File: src/rtl/jtag_tap_pkg.sv
// Shared types and constants for the JTAG TAP core.
package jtag_tap_pkg;

  // IEEE 1149.1 TAP controller states, conventional 4-bit encoding.
  typedef enum logic [3:0] {
    EXIT2_DR         = 4'h0,
    EXIT1_DR         = 4'h1,
    SHIFT_DR         = 4'h2,
    PAUSE_DR         = 4'h3,
    SELECT_IR_SCAN   = 4'h4,
    UPDATE_DR        = 4'h5,
    CAPTURE_DR       = 4'h6,
    SELECT_DR_SCAN   = 4'h7,
    EXIT2_IR         = 4'h8,
    EXIT1_IR         = 4'h9,
    SHIFT_IR         = 4'hA,
    PAUSE_IR         = 4'hB,
    RUN_TEST_IDLE    = 4'hC,
    UPDATE_IR        = 4'hD,
    CAPTURE_IR       = 4'hE,
    TEST_LOGIC_RESET = 4'hF
  } tap_state_t;

  localparam logic       BYPASS_CAPTURE  = 1'b0;
  localparam logic [1:0] IR_CAPTURE_LSBS = 2'b01;

  // Data register targeted by the active instruction.
  typedef enum logic [1:0] {
    DR_BYPASS,
    DR_IDCODE,
    DR_USER
  } dr_sel_t;

endpackage

File: src/rtl/jtag_ir_reg.sv
// Instruction register: shift stage plus the update (active) register.
// Ports: clk/rst_n; force_reset loads IDCODE_INSTR into ir_value;
// capture/shift/update strobes from the TAP FSM; tdi serial in;
// ir_value active instruction; shift_lsb serial out of the shift stage.
module jtag_ir_reg
  import jtag_tap_pkg::*;
#(
  parameter int unsigned         IR_WIDTH     = 5,
  parameter logic [IR_WIDTH-1:0] IDCODE_INSTR = IR_WIDTH'(5'h01)
) (
  input  logic                clk,
  input  logic                rst_n,
  input  logic                force_reset,
  input  logic                capture,
  input  logic                shift,
  input  logic                update,
  input  logic                tdi,
  output logic [IR_WIDTH-1:0] ir_value,
  output logic                shift_lsb
);

  localparam logic [IR_WIDTH-1:0] CAPTURE_VAL = IR_WIDTH'(IR_CAPTURE_LSBS);

  logic [IR_WIDTH-1:0] ir_shift;

  // Shift stage: capture pattern, then right shift with tdi into the MSB.
  always_ff @(posedge clk or negedge rst_n) begin
    if (!rst_n) begin
      ir_shift <= CAPTURE_VAL;
    end else if (capture) begin
      ir_shift <= CAPTURE_VAL;
    end else if (shift) begin
      ir_shift <= {tdi, ir_shift[IR_WIDTH-1:1]};
    end
  end

  // Active instruction; reset wins over update.
  always_ff @(posedge clk or negedge rst_n) begin
    if (!rst_n) begin
      ir_value <= IDCODE_INSTR;
    end else if (force_reset) begin
      ir_value <= IDCODE_INSTR;
    end else if (update) begin
      ir_value <= ir_shift;
    end
  end

  assign shift_lsb = ir_shift[0];

endmodule

File: src/rtl/jtag_tap_core.sv
// JTAG TAP core: 1149.1 state machine, IR, IDCODE/BYPASS DRs, user DR
// strobes and TDO muxing.
// Ports: clk/rst_n; tms/tdi/tdo/tdo_en pin side; state current TAP state;
// ir_value active instruction; tap_reset high in Test-Logic-Reset;
// user_sel/user_capture/user_shift/user_update strobes to user DRs;
// user_tdo serial outputs of the user DRs.
module jtag_tap_core
  import jtag_tap_pkg::*;
#(
  parameter int unsigned         IR_WIDTH     = 5,
  parameter logic [31:0]         IDCODE_VAL   = 32'h1000_563D,
  parameter logic [IR_WIDTH-1:0] IDCODE_INSTR = IR_WIDTH'(5'h01),
  parameter int unsigned         NUM_USER     = 2,
  parameter logic [IR_WIDTH-1:0] USER_BASE    = IR_WIDTH'(5'h10)
) (
  input  logic                clk,
  input  logic                rst_n,
  input  logic                tms,
  input  logic                tdi,
  output logic                tdo,
  output logic                tdo_en,
  output logic [3:0]          state,
  output logic [IR_WIDTH-1:0] ir_value,
  output logic                tap_reset,
  output logic [NUM_USER-1:0] user_sel,
  output logic                user_capture,
  output logic                user_shift,
  output logic                user_update,
  input  logic [NUM_USER-1:0] user_tdo
);

  localparam int unsigned CMP_W = IR_WIDTH + 1;

  tap_state_t  state_q, state_d;
  dr_sel_t     dr_sel;
  logic [31:0] idcode_sr;
  logic        bypass_q;
  logic        ir_lsb;

  // State register.
  always_ff @(posedge clk or negedge rst_n) begin
    if (!rst_n) state_q <= TEST_LOGIC_RESET;
    else        state_q <= state_d;
  end

  // 1149.1 next-state function.
  always_comb begin
    state_d = TEST_LOGIC_RESET;
    unique case (state_q)
      TEST_LOGIC_RESET: state_d = tms ? TEST_LOGIC_RESET : RUN_TEST_IDLE;
      RUN_TEST_IDLE:    state_d = tms ? SELECT_DR_SCAN   : RUN_TEST_IDLE;
      SELECT_DR_SCAN:   state_d = tms ? SELECT_IR_SCAN   : CAPTURE_DR;
      CAPTURE_DR:       state_d = tms ? EXIT1_DR         : SHIFT_DR;
      SHIFT_DR:         state_d = tms ? EXIT1_DR         : SHIFT_DR;
      EXIT1_DR:         state_d = tms ? UPDATE_DR        : PAUSE_DR;
      PAUSE_DR:         state_d = tms ? EXIT2_DR         : PAUSE_DR;
      EXIT2_DR:         state_d = tms ? UPDATE_DR        : SHIFT_DR;
      UPDATE_DR:        state_d = tms ? SELECT_DR_SCAN   : RUN_TEST_IDLE;
      SELECT_IR_SCAN:   state_d = tms ? TEST_LOGIC_RESET : CAPTURE_IR;
      CAPTURE_IR:       state_d = tms ? EXIT1_IR         : SHIFT_IR;
      SHIFT_IR:         state_d = tms ? EXIT1_IR         : SHIFT_IR;
      EXIT1_IR:         state_d = tms ? UPDATE_IR        : PAUSE_IR;
      PAUSE_IR:         state_d = tms ? EXIT2_IR         : PAUSE_IR;
      EXIT2_IR:         state_d = tms ? UPDATE_IR        : SHIFT_IR;
      UPDATE_IR:        state_d = tms ? SELECT_DR_SCAN   : RUN_TEST_IDLE;
      default:          state_d = TEST_LOGIC_RESET;
    endcase
  end

  // Forcing on entry to Test-Logic-Reset keeps ir_value = IDCODE_INSTR for
  // every cycle spent in that state, including the first.
  jtag_ir_reg #(
    .IR_WIDTH     (IR_WIDTH),
    .IDCODE_INSTR (IDCODE_INSTR)
  ) u_ir (
    .clk         (clk),
    .rst_n       (rst_n),
    .force_reset (state_d == TEST_LOGIC_RESET),
    .capture     (state_q == CAPTURE_IR),
    .shift       (state_q == SHIFT_IR),
    .update      (state_q == UPDATE_IR),
    .tdi         (tdi),
    .ir_value    (ir_value),
    .shift_lsb   (ir_lsb)
  );

  // Instruction decode; compared one bit wider so USER_BASE+i cannot wrap.
  always_comb begin
    dr_sel   = DR_BYPASS;
    user_sel = '0;
    if (ir_value == IDCODE_INSTR) begin
      dr_sel = DR_IDCODE;
    end else begin
      for (int i = 0; i < NUM_USER; i++) begin
        if (CMP_W'(ir_value) == CMP_W'(USER_BASE) + CMP_W'(i)) begin
          user_sel[i] = 1'b1;
          dr_sel      = DR_USER;
        end
      end
    end
  end

  // IDCODE and BYPASS registers, touched only when selected.
  always_ff @(posedge clk or negedge rst_n) begin
    if (!rst_n) begin
      idcode_sr <= IDCODE_VAL;
      bypass_q  <= BYPASS_CAPTURE;
    end else if (state_q == CAPTURE_DR) begin
      if (dr_sel == DR_IDCODE) idcode_sr <= IDCODE_VAL;
      if (dr_sel == DR_BYPASS) bypass_q  <= BYPASS_CAPTURE;
    end else if (state_q == SHIFT_DR) begin
      if (dr_sel == DR_IDCODE) idcode_sr <= {tdi, idcode_sr[31:1]};
      if (dr_sel == DR_BYPASS) bypass_q  <= tdi;
    end
  end

  // TDO mux.
  always_comb begin
    tdo    = 1'b0;
    tdo_en = 1'b0;
    if (state_q == SHIFT_IR) begin
      tdo    = ir_lsb;
      tdo_en = 1'b1;
    end else if (state_q == SHIFT_DR) begin
      tdo_en = 1'b1;
      unique case (dr_sel)
        DR_IDCODE: tdo = idcode_sr[0];
        DR_USER:   tdo = |(user_sel & user_tdo);
        default:   tdo = bypass_q;
      endcase
    end
  end

  assign state        = state_q;
  assign tap_reset    = (state_q == TEST_LOGIC_RESET);
  assign user_capture = (state_q == CAPTURE_DR) && (dr_sel == DR_USER);
  assign user_shift   = (state_q == SHIFT_DR)   && (dr_sel == DR_USER);
  assign user_update  = (state_q == UPDATE_DR)  && (dr_sel == DR_USER);

endmodule

File: config.mk
export PLATFORM = sky130hd
export DESIGN_NAME = jtag_tap_core
export DESIGN_NICKNAME = d
export VERILOG_FILES = /design/src/rtl/jtag_tap_pkg.sv /design/src/rtl/jtag_ir_reg.sv /design/src/rtl/jtag_tap_core.sv
export SDC_FILE = /design/constraint.sdc
export NUM_CORES = 1
export LEC_CHECK = 0
export CAP_MARGIN = 10
export CORE_MARGIN = 2
export CORE_UTILIZATION = 30
export CTS_BUF_LIST = sky130_fd_sc_hd__clkbuf_8
export CTS_CLUSTER_DIAMETER = 40
export DETAILED_ROUTE_END_ITERATION = 8
export DONT_BUFFER_PORTS = 1
export SYNTH_ARGS = -nofsm -noshare
export SYNTH_HDL_FRONTEND = slang
export SYNTH_SLANG_ARGS = --single-unit
File: constraint.sdc
create_clock -name clk -period 2.1 [get_ports clk]
set_input_delay 0.105 -clock clk [delete_from_list [all_inputs] [get_ports clk]]
set_output_delay 0.105 -clock clk [all_outputs]
set_load 0.05 [all_outputs]
==> results of run 1 <==
==> layer usage <==
metal / part of all wire / GRT usage
met5: 0 / 0
met4: 0.013 / 0.0336
met3: 0.050 / 0.0403
met2: 0.44 / 0.153
met1: 0.50 / 0.152
==> sequential cells by signal (all words and copies together), names as in the netlist <==
register / flops
bypass_q: 1
idcode_sr: 32
state: 4
u_ir.ir_shift: 5
u_ir.ir_value: 5
==> final timing paths <==
check	startpoint	endpoint
hold / removal	tms	state[3]
setup / recovery	state[1]	tdo
min in group asynchronous	rst_n	idcode_sr[17]
hold reg to reg	idcode_sr[4]	idcode_sr[4]
setup reg to reg	state[1]	idcode_sr[27]
max in group asynchronous	rst_n	u_ir.ir_shift[0]
==> area by class of cell <==
type,count,area [µm²],share of cell area
sequential,47,1200,0.437
multi-input combinational,133,1070,0.390
timing repair buffer,21,208,0.0758
tap,102,128,0.0466
clock buffer,6,82.6,0.0302
inverter,12,45.0,0.0164
clock inverter,2,12.5,0.00457
==> synthesized netlist by cell type (2+ instances only) <==
cell       n  area [µm²]
inv_1     12        45.0
nand3b_1   2        15.0
or3_1      2        12.5
nand2_1   10        37.5
mux2_4    20         300
dfstp_2   16         420
nor3_1     2        10.0
clkbuf_1   4        15.0
nand2b_1   3        18.8
buf_2      4        20.0
mux2_2     5        56.3
o21ai_0    9        45.0
nand3_1    5        25.0
nor2_1    24        90.1
dfrtp_1   31         776
mux2i_1   14         140
nor3b_1    3        22.5
nor2b_1   18         113
buf_6      2        22.5
a21oi_1    2        10.0
==> worst max-delay path, cell delays in order (launching register included) <==
cell and delay [ns]:
dfstp_2 0.66, buf_4 0.25, nor3b_4 0.25, o21ai_2 0.10, a31oi_4 0.17, buf_12 0.15
==> cell usage in the layout, fill, tap and decap left out, types with 2 or more instances in the layout <==
cell type	count
nor2_1	24
dlygate4sd3_1	2
dfstp_2	16
clkbuf_8	6
nand3_1	5
nand2b_1	3
a21oi_1	2
nor2b_1	18
nor3b_2	2
or3_1	2
buf_4	16
mux2_2	5
buf_12	2
nand3b_1	2
inv_1	13
nand2_1	10
o21ai_0	8
mux2i_1	14
dfrtp_1	31
mux2_4	20
==> cells by family (layout without fill, tap and decap cells) <==
| logic type | count (synthesis) | count (layout) | synth area share |
|---|---|---|---|
| and+or+nand+nor | 76 | 76 | 0.177 |
| DFF | 47 | 47 | 0.513 |
| muxes | 39 | 39 | 0.213 |
| buffers and inverters | 24 | 41 | 0.0488 |
| AOI/OAI and AO/OA | 18 | 18 | 0.0483 |
==> per-stage QoR <==
step	instances	hold slack (ns)	total power, mW	setup TNS [ns]	setup slack [ns]
after detailed placement	312	-0.188	3.36	0	0.292
after global placement	312	-0.188	3.33	0	0.344
after CTS	323	0.0254	3.97	0	0.102
final	323	0.0290	3.93	0	0.125
after floorplan	204	-0.191	2.98	-0.469	-0.236
after global routing	323	0.0648	4.22	0	0.0266
==> power groups by stage <==
| stage | Sequential, mW | Combinational [mW] | Clock (mW) |
|---|---|---|---|
| 3_3_place_gp | 1.57 | 1.75 | 0 |
| 2_1_floorplan | 1.73 | 1.25 | 0 |
| 6_report | 1.56 | 1.79 | 0.568 |
| 3_5_place_dp | 1.58 | 1.78 | 0 |
| 4_1_cts | 1.57 | 1.81 | 0.594 |
| 5_1_grt | 1.62 | 1.96 | 0.639 |
==> key figures, run 1 <==
Power
  • Clock power frac: 0.145
  • Part of the power in combinational logic: 0.457
  • Sequential share of power: 0.398
  • Net Switching: 1.63 mW
  • Int Pwr: 2.30 mW
  • Peak supply drop: 0.000319 V
  • P_leak: 1.38 nW
  • PwrDens: 1430 nW/µm²
  • Sw Share: 0.414

Floorplanning
  • Ports: 23
  • Core Footprint: 7610 µm²
  • Die area: 8490 µm²
  • Starting Density: 0.306
  • FP Rows: 32
  • Die W: 92.1 µm
  • Die Y: 92.1 µm

Status
  • Status: completed

Timing
  • Setup violations, final: 0
  • Slew margin rel.: 0.633
  • Fin. Hold Viols: 0
  • Crit path time final: 1.97 ns
  • Crit share post-route: 0.940
  • Clock skew: 0.00643 ns
  • Worst Max-Slew Pin Slew: 0.550 ns
  • Highest clock rate: 506 MHz
  • RSZ-0062 raised after global routing: false
  • Final Max Slew Viols: 0

Synthesis
  • Gate Count Post-Synth: 204
  • Post-synth EDFFs: 0
  • Register bit count reported by yosys: 47
  • Post-Syn Nets: 210
  • Post-synthesis sequential area ratio: 0.513
  • Yosys Warn Count: 0
  • Post-synthesis cell type count: 36
  • Cell Area, Synth: 2330 µm²
  • Post-synth top flop: dfrtp_1
  • FFs w/ async S/R, synth: 1.00
  • Syn avg cell area: 11.4 µm²

Detailed routing
  • Drt initial violations: 63
  • Routed len/inst: 12.7 µm
  • DRC violation count after routing: 0
  • Vias: 1443
  • Remaining antenna violation count after routing: 0
  • Total Routed Length: 4110 µm
  • Drt via density: 4.47
  • First-pass detailed-route iteration total: 4

Cells and area
  • Number of diodes: 0
  • NumNets Final: 226
  • Area Overhead vs Synth: 17.5%
  • Final core utilization: 0.360
  • Share of layout cells above drive strength 1: 0.348
  • Fillers: 777
  • Cell area after layout: 2740 µm²

Run
  • Max-Cap Viols: 0

Worst setup path
  • Required @ worst endpoint: 2.00 ns
  • Setup CP Type: flip-flop to output pin
  • Cells on worst reg2reg path: 4
  • Data arrival time of the worst path: 1.87 ns
  • Critical Path Start Type: flip-flop
  • R2R Setup Slk: 0.30 ns
  • Crit-path max FO: 14
  • Crit. End Element: output pin

GRT
  • First-pass GRT wire length: 7330 µm
  • Pin count of the biggest net entering global routing: 48
  • GRT Total Usage: 0.108
  • Initial antenna violation count: 0
  • Grt ovf: 0
  • Number of global-route vias before repair: 1449

Clocking
  • Post-CTS Resized: 0
  • CTS tree: yes
  • CTS H-tree lvls: 2
  • CTS Buf Count: 5
  • Hold buffer count at cts: 3
  • Root Driver: clkbuf_8
  • Worst-path clk slew: 0.08 ns
  • Clk sink count: 47
  • Clk Latency, worst-skew pair: 0.30 ns
  • Clock Tree Buf Depth: 2
  • Setup bufs post-CTS: 0

Hold path
  • HP Class: primary input to flip-flop
  • Worst Hold Depth: 3

Placed design
  • I/O Buffers: 0
  • Placer Congestion: 0.762
  • HPWL after DPL: 2590 µm
  • Placed Area: 2600 µm²
(Power assumes the default switching activity.)
==> inputs of run 2 (changes only) <==
CELL_PAD_IN_SITES_DETAIL_PLACEMENT = 0   (was unset)
CELL_PAD_IN_SITES_GLOBAL_PLACEMENT = 2   (was unset)
CORE_ASPECT_RATIO = 1.2   (was unset)
PLACE_DENSITY_LB_ADDON = 0.1   (was unset)
SYNTH_HIERARCHICAL = 1   (was unset)
==> run 2 against run 1 <==
The flow now finishes with violations (setup timing). Setup slack worse by 0.14 ns. Sequential cell count stayed put. Clock skew grew 0.0020 ns. Combinational power is 22% higher. Count of clock-buffer cells in the layout grew 1. Largest cell class unchanged.
==> key figures, run 2 <==
Status
  • Status: finished with violations
  • Violated checks: setup timing

Run
  • Max-Cap Viols: 0 (unchanged)

Synthesis
  • Post-synthesis cell type count: 36 (unchanged)
  • FFs w/ async S/R, synth: 1.00 (unchanged)
  • Syn avg cell area: 10.9 µm² (-4.9%)
  • Register bit count reported by yosys: 47 (unchanged)
  • Post-synthesis sequential area ratio: 0.522 (+0.00868)
  • Post-synth EDFFs: 0 (unchanged)
  • Post-synth top flop: dfrtp_1
  • Yosys top cell area share: 0.338 (+0.00563)
  • Yosys Warn Count: 6 (+6)
  • Cell taking the most area after synthesis: dfrtp_1
  • Count leader, synth: dfrtp_1
  • Cell Area, Synth: 2290 µm² (-1.7%)
  • Top post-synthesis cells by count: dfrtp_1, nor2b_1, nor2_1
  • Gate Count Post-Synth: 211 (+3.4%)
  • Post-Syn Nets: 217 (+3.3%)
  • Dominant cells by area after synthesis: dfrtp_1, dfstp_2, mux2_1

Floorplanning
  • Die Y: 99.8 µm (+8.3%)
  • Die area: 8360 µm² (-1.6%)
  • FP Rows: 34 (+6.3%)
  • Ports: 23 (unchanged)
  • Starting Density: 0.313 (+0.00685)
  • Core Footprint: 7320 µm² (-3.8%)
  • Die W: 83.8 µm (-9.1%)

Cells and area
  • Final core utilization: 0.380 (+0.0198)
  • Number of diodes: 0 (unchanged)
  • Number of flip-flops under the largest register name: 32 (unchanged)
  • Most frequent cells in the layout: dfrtp_1, nor2b_1, nor2_1, buf_4, dfstp_2
  • Cell area after layout: 2780 µm² (+1.5%)
  • NumNets Final: 241 (+6.6%)
  • Cell Count, Final, Fillers Out: 326 (+0.93%)
  • Most common cell after layout, fill and taps aside: dfrtp_1
  • Largest regs: idcode_sr (32), u_ir/ir_shift (5), u_ir/ir_value (5)
  • Fillers: 751 (-3.3%)
  • Share of layout cells above drive strength 1: 0.305 (-0.0433)
  • Area Overhead vs Synth: 21.2%
  • Top reg by flops: idcode_sr

Clocking
  • CTS H-tree lvls: 2 (unchanged)
  • Clk Latency, worst-skew pair: 0.29 ns (about the same)
  • Clk sink count: 47 (unchanged)
  • Worst-path clk slew: 0.09 ns (about the same)
  • Root Driver: clkbuf_8
  • CTS tree: yes
  • CTS Buf Count: 5 (unchanged)
  • Clock Tree Buf Depth: 2 (unchanged)

GRT
  • Pin count of the biggest net entering global routing: 48 (unchanged)
  • First-pass GRT wire length: 8510 µm (+16%)
  • GRT Total Usage: 0.126 (+0.0180)
  • Number of global-route vias before repair: 1712 (+18%)
  • Initial antenna violation count: 0 (unchanged)
  • Grt ovf: 0 (unchanged)

Timing
  • Final Max Slew Viols: 0 (unchanged)
  • Clock skew: 0.00843 ns (+0.00200 ns)
  • RSZ-0062 raised after global routing: true
  • Slew margin rel.: 0.656 (+0.0228)
  • TNS Setup: -0.0101 ns (-0.0101 ns)
  • Highest clock rate: 474 MHz (-6.4%)
  • Final setup margin: -0.0101 ns (-0.135 ns)
  • Fin. Hold Viols: 0 (unchanged)
  • Setup violations, final: 1 (+1)
  • Crit share post-route: 1.00 (+0.0645)
  • Crit path time final: 2.11 ns (+0.135 ns)
  • Worst Max-Slew Pin Slew: 0.516 ns (-0.0342 ns)

Worst setup path
  • Critical Path Start Type: flip-flop
  • Required @ worst endpoint: 2.00 ns (about the same)
  • R2R Setup Slk: 0.27 ns (-0.03 ns)
  • Crit. End Element: output pin
  • Crit path launch: u_ir/ir_value[3]
  • Crit-path max FO: 2 (-12)
  • Setup CP Type: flip-flop to output pin
  • Reg-to-reg startpoint: state[1]
  • Data arrival time of the worst path: 2.01 ns (+0.14 ns)

Detailed routing
  • Drt via density: 5.05 (+13%)
  • Drt initial violations: 47 (-25%)
  • Vias: 1646 (+14%)
  • Total Routed Length: 4990 µm (+21%)
  • Remaining antenna violation count after routing: 0 (unchanged)
  • DRC violation count after routing: 0 (unchanged)
  • First-pass detailed-route iteration total: 4 (unchanged)
  • Routed len/inst: 15.3 µm (+20%)

Hold path
  • HP Start: tms
  • HP Class: primary input to flip-flop

Placed design
  • Placed cells: 308 (-1.3%)
  • HPWL after DPL: 3260 µm (+26%)
  • I/O Buffers: 0 (unchanged)
  • Placed Area: 2560 µm² (-1.4%)
  • Placer Congestion: 0.745 (-2.2%)

Power
  • Final Total Pwr: 4.32 mW (+9.9%)
  • P_leak: 1.25 nW (-9.2%)
  • Peak supply drop: 0.000620 V (+94%)
  • PwrDens: 1550 nW/µm² (+8.4%)
## run 2: cell count changes in the layout (fill, tap and decap cells not counted), sizes merged, moves of 5 or more
cell	delta
inv	-9
nor2b	+10
mux2i	-5
buf	+11
a31oi	+10
a21oi	+11
## run 2: final cells by class
class,count,area [µm²],share of cell area
Clock buffer,7,96.3,0.0347
Sequential cell,47,1200,0.430
Inverter,3,11.3,0.00405
Timing Repair Buffer,33,325,0.117
Clock inverter,1,3.75,0.00135
Multi-Input combinational cell,145,1030,0.372
Tap cell,90,113,0.0405
## run 2: critical path: stages, from the launching register on
cell and delay, ns:
dfrtp_1 0.39, or4b_4 0.56, or4_4 0.51, o221ai_4 0.09, buf_12 0.16
## run 2: final timing paths
check,end,cells after the start
max,tdo,4
min,state[3],3
max reg2reg,idcode_sr[17],5
min reg2reg,idcode_sr[18],1
max in group asynchronous,idcode_sr[28],2
min in group asynchronous,bypass_q,2
## run 2: through the flow
stage,hold WS [ns],worst slack [ns]
finish,0.00939,-0.0101
global placement,-0.189,0.222
detailed placement,-0.189,0.216
CTS,0.00143,-0.0231
floorplan,-0.191,-0.206
global route,0.0116,-0.0612
## run 2: cells by family after synthesis
kind of cell | synth area share
compound gates | 0.0983
buf+inv | 0.0448
flops | 0.522
mux | 0.152
simple gates | 0.183
## run 2: layer usage
| layer | vias up | routed length (µm) | track usage |
|---|---|---|---|
| met2 | 27 | 2560 | 0.222 |
| met4 | 0 | 68 | 0.0422 |
| met5 | - | 0 | 0 |
| met1 | 837 | 2200 | 0.151 |
| met3 | 6 | 157 | 0.0290 |
| li1 | 776 | - | - |
## run 2: power breakdown
group | switching, mW | total (mW) | internal, mW | leakage, nW
registers | 0.222 | 1.54 | 1.32 | 0.590
clock network | 0.284 | 0.580 | 0.296 | 0.0557
logic | 1.36 | 2.19 | 0.835 | 0.604
total | 1.87 | 4.32 | 2.45 | 1.25
## run 2: what timing repair did
action | CTS | global route
pin swaps | 1 | 0
endpoints found under the hold margin | 51 | 0
cloned | 0 | 0
hold buffers | 4 | 0
endpoints found under the setup margin | 1 | 1
resized for setup | 3 | 0
setup buffers | 6 | 0
